File: src/rtl/multicycle_addsub_pkg.sv
// Shared definitions for the multi-cycle adder/subtractor: FSM states and
// index-width sizing helper.
package multicycle_addsub_pkg;

  typedef enum logic {
    ST_IDLE = 1'b0,
    ST_RUN  = 1'b1
  } state_t;

  // Index counter width for n slices; a counter is never narrower than 1 bit.
  function automatic int idx_width(input int n);
    return (n > 1) ? $clog2(n) : 1;
  endfunction

endpackage

File: src/rtl/multicycle_addsub_chunk_adder.sv
// Combinational CHUNK-bit ripple slice of full-adder cells. Also reports the
// carry entering its MSB so the top can derive signed overflow.
module chunk_adder #(
  parameter int CHUNK = 4
) (
  input  logic [CHUNK-1:0] a,
  input  logic [CHUNK-1:0] b,
  input  logic             cin,
  output logic [CHUNK-1:0] s,
  output logic             cout,
  output logic             c_msb_in
);

  logic [CHUNK:0] c;

  always_comb begin
    c    = '0;
    s    = '0;
    c[0] = cin;
    for (int i = 0; i < CHUNK; i++) begin
      s[i]   = a[i] ^ b[i] ^ c[i];
      c[i+1] = (a[i] & b[i]) | (a[i] & c[i]) | (b[i] & c[i]);
    end
  end

  assign cout     = c[CHUNK];
  assign c_msb_in = c[CHUNK-1];

endmodule

File: src/rtl/multicycle_addsub.sv
// Multi-cycle adder/subtractor: one CHUNK-bit ripple slice reused over
// WIDTH/CHUNK cycles, with start/busy/done handshake.
//
// Handshake: start is sampled only while busy=0 (state IDLE), including the
// done cycle; operands are captured on that accept edge. busy is high from the
// accept edge until the completing edge; done pulses for one cycle afterwards,
// at which point sum/carry/overflow are valid and hold until the next completion.
module multicycle_addsub
  import multicycle_addsub_pkg::*;
#(
  parameter int WIDTH = 16,
  parameter int CHUNK = 4
) (
  input  logic             clk,
  input  logic             reset,
  input  logic             start,
  input  logic             sub,
  input  logic             cin,
  input  logic [WIDTH-1:0] a,
  input  logic [WIDTH-1:0] b,
  output logic [WIDTH-1:0] sum,
  output logic             carry,
  output logic             overflow,
  output logic             busy,
  output logic             done,
  output state_t           dbg_state
);

  localparam int NCHUNK = WIDTH / CHUNK;
  localparam int IW     = idx_width(NCHUNK);

  state_t           state, state_next;
  logic [IW-1:0]    idx;
  logic [WIDTH-1:0] a_reg, b_reg, res_reg, res_next;
  logic             carry_reg;
  logic [CHUNK-1:0] slice_a, slice_b, slice_s;
  logic             slice_cout, slice_cmsb;
  logic             accept, last;

  assign accept  = (state == ST_IDLE) && start;
  assign last    = (idx == IW'(NCHUNK - 1));
  assign slice_a = a_reg[int'(idx) * CHUNK +: CHUNK];
  assign slice_b = b_reg[int'(idx) * CHUNK +: CHUNK];

  chunk_adder #(.CHUNK(CHUNK)) u_slice (
    .a        (slice_a),
    .b        (slice_b),
    .cin      (carry_reg),
    .s        (slice_s),
    .cout     (slice_cout),
    .c_msb_in (slice_cmsb)
  );

  // Result with the current slice merged in; on the last slice this is the final sum.
  always_comb begin
    res_next = res_reg;
    res_next[int'(idx) * CHUNK +: CHUNK] = slice_s;
  end

  always_ff @(posedge clk) begin
    if (reset) state <= ST_IDLE;
    else       state <= state_next;
  end

  always_comb begin
    state_next = state;
    case (state)
      ST_IDLE: if (start) state_next = ST_RUN;
      ST_RUN:  if (last)  state_next = ST_IDLE;
      default:            state_next = ST_IDLE;
    endcase
  end

  always_comb begin
    busy      = (state == ST_RUN);
    dbg_state = state;
  end

  always_ff @(posedge clk) begin
    if (reset) begin
      idx       <= '0;
      a_reg     <= '0;
      b_reg     <= '0;
      res_reg   <= '0;
      carry_reg <= 1'b0;
      sum       <= '0;
      carry     <= 1'b0;
      overflow  <= 1'b0;
      done      <= 1'b0;
    end else begin
      done <= 1'b0;
      if (accept) begin
        // Subtraction is a + ~b + 1: invert b here and force the initial carry.
        a_reg     <= a;
        b_reg     <= b ^ {WIDTH{sub}};
        carry_reg <= sub ? 1'b1 : cin;
        idx       <= '0;
      end else if (state == ST_RUN) begin
        res_reg   <= res_next;
        carry_reg <= slice_cout;
        idx       <= idx + IW'(1);
        if (last) begin
          sum      <= res_next;
          carry    <= slice_cout;
          overflow <= slice_cout ^ slice_cmsb;
          done     <= 1'b1;
          idx      <= '0;
        end
      end
    end
  end

endmodule

File: config.mk
export PLATFORM = sky130hd
export DESIGN_NAME = multicycle_addsub
export DESIGN_NICKNAME = d
export VERILOG_FILES = /design/src/rtl/multicycle_addsub_pkg.sv /design/src/rtl/multicycle_addsub_chunk_adder.sv /design/src/rtl/multicycle_addsub.sv
export SDC_FILE = /design/constraint.sdc
export NUM_CORES = 1
export LEC_CHECK = 0
export CORE_MARGIN = 5
export CORE_UTILIZATION = 35
export CTS_BUF_LIST = sky130_fd_sc_hd__clkbuf_4 sky130_fd_sc_hd__clkbuf_8 sky130_fd_sc_hd__clkbuf_16
export DETAILED_ROUTE_END_ITERATION = 7
export PLACE_DENSITY = 0.68
export SETUP_SLACK_MARGIN = 0.1
export SLEW_MARGIN = 20
export SYNTH_ARGS = -nofsm -noshare
export SYNTH_HDL_FRONTEND = slang
export SYNTH_SLANG_ARGS = --single-unit
File: constraint.sdc
create_clock -name clk -period 3.73 [get_ports clk]
set_clock_uncertainty 0.2 [all_clocks]
set_input_delay 0.5595 -clock clk [delete_from_list [all_inputs] [get_ports clk]]
set_output_delay 0.5595 -clock clk [all_outputs]
set_load 0.01 [all_outputs]
==> Word level (Yosys, flattened, before mapping) <==
Cells that the tools add are included.
{ "classes": {"bitwise": 32, "n_addsub": 2, "n_reduce_logical": 6, "n_shift": 4, "n_mux": 9, "n_eq_ne": 1} }
{ "op_table": {"columns": ["operator", "n"], "rows": [
  ["$neg A4 Y33", 1],
  ["$shift A4 B33 Y16 const A", 1],
  ["$shiftx A4 B33 Y16", 1],
  ["$shiftx A16 B5 Y4", 2],
  ["$bwmux W16", 1],
  ["$xor A16 B16 Y16", 1],
  ["$and A1 B1 Y1", 12],
  ["$xor A1 B1 Y1", 9],
  ["$or A1 B1 Y1", 8],
  ["$mux W1", 6],
  ["$reduce_and A3 Y1", 1],
  ["$reduce_or A3 Y1", 1],
  ["$add A2 B1 Y2 const B", 1],
  ["$eq A2 B2 Y1 const B", 1],
  ["$mux W2", 1],
  ["$not A1 Y1", 2],
  ["$pmux W1 S2", 1],
  ["$reduce_and A2 Y1", 1],
  ["$reduce_bool A2 Y1", 1],
  ["$reduce_or A2 Y1", 1],
  ["$logic_and A1 B1 Y1", 1]
]} }
{ "totals": {"regBits": 71, "in_bits": 37, "output_inout_bits": 21} }

==> Logic depth before layout (Yosys ltp) <==
{ "logic_depth": {"depth_word": 15, "depth_mapped": 11, "mapped_depth_nobuf": 10} }

==> By module <==
A second synthesis with hierarchy kept.
{ "unflattened": {"hier_cells": 364, "hier_area_um2": 3274.4} }
{ "modules_own_cells": {"columns": ["module", "seq_area_each_um2", "n_inst", "area_each_um2", "cells_per_inst"], "rows": [
  ["multicycle_addsub", 1421.4, 1, 3156.8, 350],
  ["chunk_adder", 0.0, 1, 117.6, 14]
]} }

==> Worst setup path after synthesis <==
OpenSTA, ideal clock, no wires.
{ "synth_path": {"path_type": "register to register", "from": "register idx[0]", "to": "register sum[3]", "path_stages_with_launch": 12, "setup_ps": 130, "arrival_ps": 3000, "slack_ps": 400, "required_ps": 3400, "synth_period_minus_slack_ps": 3330, "path_cell_list": "dfxtp_1 > buf_4 > mux4_2 > fa_1 > inv_1 > fa_1 > fa_1 > inv_1 > fa_1 > buf_2 > a221oi_1 > nor3_2"} }
{ "synth_via": {"elab_chain_cells": 13, "elab_cells_between_ends": 31, "classes_between": "add/sub (1); eq/ne (1); shift (4); mux (1); bitwise (23); reduce/logical (1)"} }
{ "synth_lines": {"columns": ["element", "line", "source"], "rows": [
  ["start, declared", "multicycle_addsub.sv:33", "logic [IW-1:0] idx;"],
  ["start signal, assigned", "multicycle_addsub.sv:101", "idx <= idx + IW'(1);"],
  ["$shiftx A16 B5 Y4, on equally long branches", "multicycle_addsub.sv:42, multicycle_addsub.sv:43", null],
  ["$and A1 B1 Y1", "multicycle_addsub_chunk_adder.sv:22", "c[i+1] = (a[i] & b[i]) | (a[i] & c[i]) | (b[i] & c[i]);"],
  ["$or A1 B1 Y1 (2 in a row)", "multicycle_addsub_chunk_adder.sv:22", null],
  ["$and A1 B1 Y1", "multicycle_addsub_chunk_adder.sv:22", null],
  ["$or A1 B1 Y1 (2 in a row)", "multicycle_addsub_chunk_adder.sv:22", null],
  ["$and A1 B1 Y1", "multicycle_addsub_chunk_adder.sv:22", null],
  ["$or A1 B1 Y1 (2 in a row)", "multicycle_addsub_chunk_adder.sv:22", null],
  ["$xor A1 B1 Y1", "multicycle_addsub_chunk_adder.sv:21", "s[i] = a[i] ^ b[i] ^ c[i];"],
  ["$shiftx A4 B33 Y16", "multicycle_addsub.sv:57", "res_next[int'(idx) * CHUNK +: CHUNK] = slice_s;"],
  ["$bwmux W16", "multicycle_addsub.sv:57", null],
  ["end signal, assigned", "multicycle_addsub.sv:103", "sum <= res_next;"],
  ["end, declared", "multicycle_addsub.sv:21", "output logic [WIDTH-1:0] sum,"]
]} }
Parallel ways exist; a longest one is shown, timed or not.
A chain may end at the register's enable or synchronous reset.

==> Worst setup path in the final report <==
Same ends and word-level chain as after synthesis.

==> metrics.txt <==
post_cts resized 0; Vias/cell 5.143; crit path time final 3.388 ns; Total Power 1.662 mW; top cell type's share of synthesized area 43.96%; unrepaired setup endpoints after global routing false; Mean Syn Cell Area 9.344 sq um; Worst EP arrival 3.42 ns; crit path launch type flip-flop; fillers 885; GRT busiest layer met2; Ys Warns 0; Nets 436; Final ANT Viol Nets 0; slowest CP cell fa_1; overall routing resource usage 13.29%; met1 usage 15.82%; core area 9109 sq um; Final Hold Vio Count 0; fin crit share 90.84%; Max Buffers Root-to-Sink 2; Leakage 1.441 nW; Worst Max-Slew Pin Slew 0.9286 ns; number of cell rows 35; CTS tree built; Clk Latency, worst-skew pair 0.34 ns; Crit Path Class reg -> reg; fin. max-slew vios 0; Syn Nets 393; CTS H-tree depth 3; Die Area 11,260 sq um; DR WL/cell 14.09 um; num ports 58; Final Setup Violations 0; share of layout cells above drive strength 1 9.391%; hold path cells 2; placed inst area 3779 sq um; GR Util met2 21.95%; R2R Setup Slk 0.34 ns; final instance area 3981 sq um; Post-Synthesis Cell Area 3233 sq um; Routed WL 7.116 mm; Initial Utilization 35.49%; grt total ovfl 0; most used cell, CP fa_1; vias after detailed routing 2,597; die height 106.1 um; post-synthesis sequential area ratio 43.96%; status finished clean; vias in the first global route 2,616; R2R Path Start idx[0]; HPWL after DPL 5.064 mm; R2R depth 9; GR Util met3 4.250%; Post-CTS Hold Buffers 0; Clk pin slew, worst setup/hold paths 0.07 ns; first-pass GRT wire length 12.08 mm; clk root buf clkbuf_8; first drt pass iteration count 4; critical path cell sequence mux4_2, fa_1, inv_1, fa_1, fa_1, inv_1, fa_1, a221oi_1, nor3_2; CP delay by family, top adder cells; CP Capture Type flip-flop; setup tns final 0 ns; library cells used by synthesis 31; Max-slew headroom 37.96%; Reg-to-Reg End sum[3]; Worst VDD drop 0.1410 mV; antenna diode count 0; Iteration-0 DRC Markers 101; Hold Crit Endpoint a_reg[8]; buffers and inverters on the worst path 2; Hold Path Origin a_reg[8]; die width 106.1 um; Syn Inst Count 346; Syn-to-layout area delta 23.14%; largest net degree at the start of global routing 49; ranking of synthesized cells by area dfxtp_1 (44%), nor2_1 (6.4%), mux4_2 (5.6%), nand2_1 (4.8%), xnor2_1 (4.6%); Hold Path Class reg -> reg; clk sinks 71; postcts setup bufs 0; pwr dens 417.5 nW/um^2; max-cap violations 0; fmax 295.1 MHz; gp weighted congestion 0.8321; FF+latch count, synth 71; cell taking the most area after synthesis dfxtp_1; crit-path max FO 8; Data required, critical path 3.76 ns; DRC viols 0; max incr delay on CP 0.59 ns; antenna violations before repair 0; Critical Path Stages 9; input/output buffers 57; CTS Buf Count 9; Final Util 43.71%
## synth_stat cells, drive strengths merged
cell    count
a211o       1
a211oi     16
a21oi      21
a221oi     16
a22oi       8
a32oi       8
and2        1
and4b       1
and4bb      2
buf        22
clkbuf      9
dfxtp      71
fa          4
ha          6
inv        14
mux4        8
nand2      42
nand2b      1
nor2       55
nor2b       3
nor3       17
nor3b       2
nor4bb      1
xnor2      17
## cell type report
class / instances / area, sq um / share of cell area [%]
repair buffers: 63 / 610.6 / 15.34
clock inverters: 3 / 42.54 / 1.069
inverters: 14 / 52.55 / 1.320
flip-flops and latches: 71 / 1421 / 35.70
multi-input cells: 230 / 1555 / 39.06
clock buffers: 13 / 160.2 / 4.023
well taps: 111 / 138.9 / 3.488
## metrics by stage
stage | worst slack (ns) | instances | hold WS, ns
after floorplan | 0.3995 | 346 | 0.2331
after global placement | 0.4446 | 489 | 0.2439
after detailed placement | 0.3526 | 489 | 0.2474
after CTS | 0.3302 | 505 | 0.2560
after global routing | 0.1329 | 505 | 0.2726
final | 0.3417 | 505 | 0.2558
## worst reg2reg max path: cells and delay by family (launching register included)
family | cells | cell delay (ns)
adder cells (fa/ha/maj) | 4 | 1.38
AO/OA/AOI/OAI | 1 | 0.37
buffers and inverters | 2 | 0.14
multiplexers | 1 | 0.58
flip-flops | 1 | 0.53
AND/OR/NAND/NOR | 1 | 0.07
## power breakdown
| part | internal, mW | switching (mW) | total (mW) | leakage (nW) |
|---|---|---|---|---|
| clock network | 0.349 | 0.272 | 0.621 | 0.104 |
| logic | 0.109 | 0.121 | 0.230 | 0.758 |
| registers | 0.788 | 0.0231 | 0.811 | 0.579 |
| total | 1.25 | 0.416 | 1.66 | 1.44 |
## logic make-up after synthesis
group,count (synthesis),synth area share (%)
flops,71,43.96
simple gates,125,17.34
compound gates,70,15.79
fa+ha+maj,10,4.799
mux,8,5.573
xor+xnor,17,4.605
buf+inv,45,7.933
## placed cells by master (no fill, tap or decap), types with 6 or more instances in the layout
cell type / count
buf_4: 6
a221oi_1: 15
a22oi_1: 8
a32oi_1: 8
nor3_1: 15
mux4_2: 8
a211oi_1: 16
nor2_1: 55
nand2_1: 41
clkbuf_8: 10
ha_1: 6
clkdlybuf4s50_1: 56
a21oi_1: 21
inv_1: 14
xnor2_1: 17
dfxtp_1: 71
## per-layer routing
| layer | share of wire [%] | vias up |
|---|---|---|
| li1 | - | 1294 |
| met1 | 44 | 1226 |
| met2 | 50 | 68 |
| met3 | 5.0 | 9 |
| met4 | 1.1 | 0 |
| met5 | 0 | - |
## how the worst max path moves through the flow
stage,from,end,slack (ns)
floorplan,idx[0],sum[3],0.40
global placement,idx[0],sum[3],0.44
detailed placement,idx[0],sum[3],0.35
CTS,idx[0],sum[3],0.33
global route,idx[0],sum[3],0.13
finish,idx[0],sum[3],0.34
No activity file was read; power rests on OpenSTA's default activity.
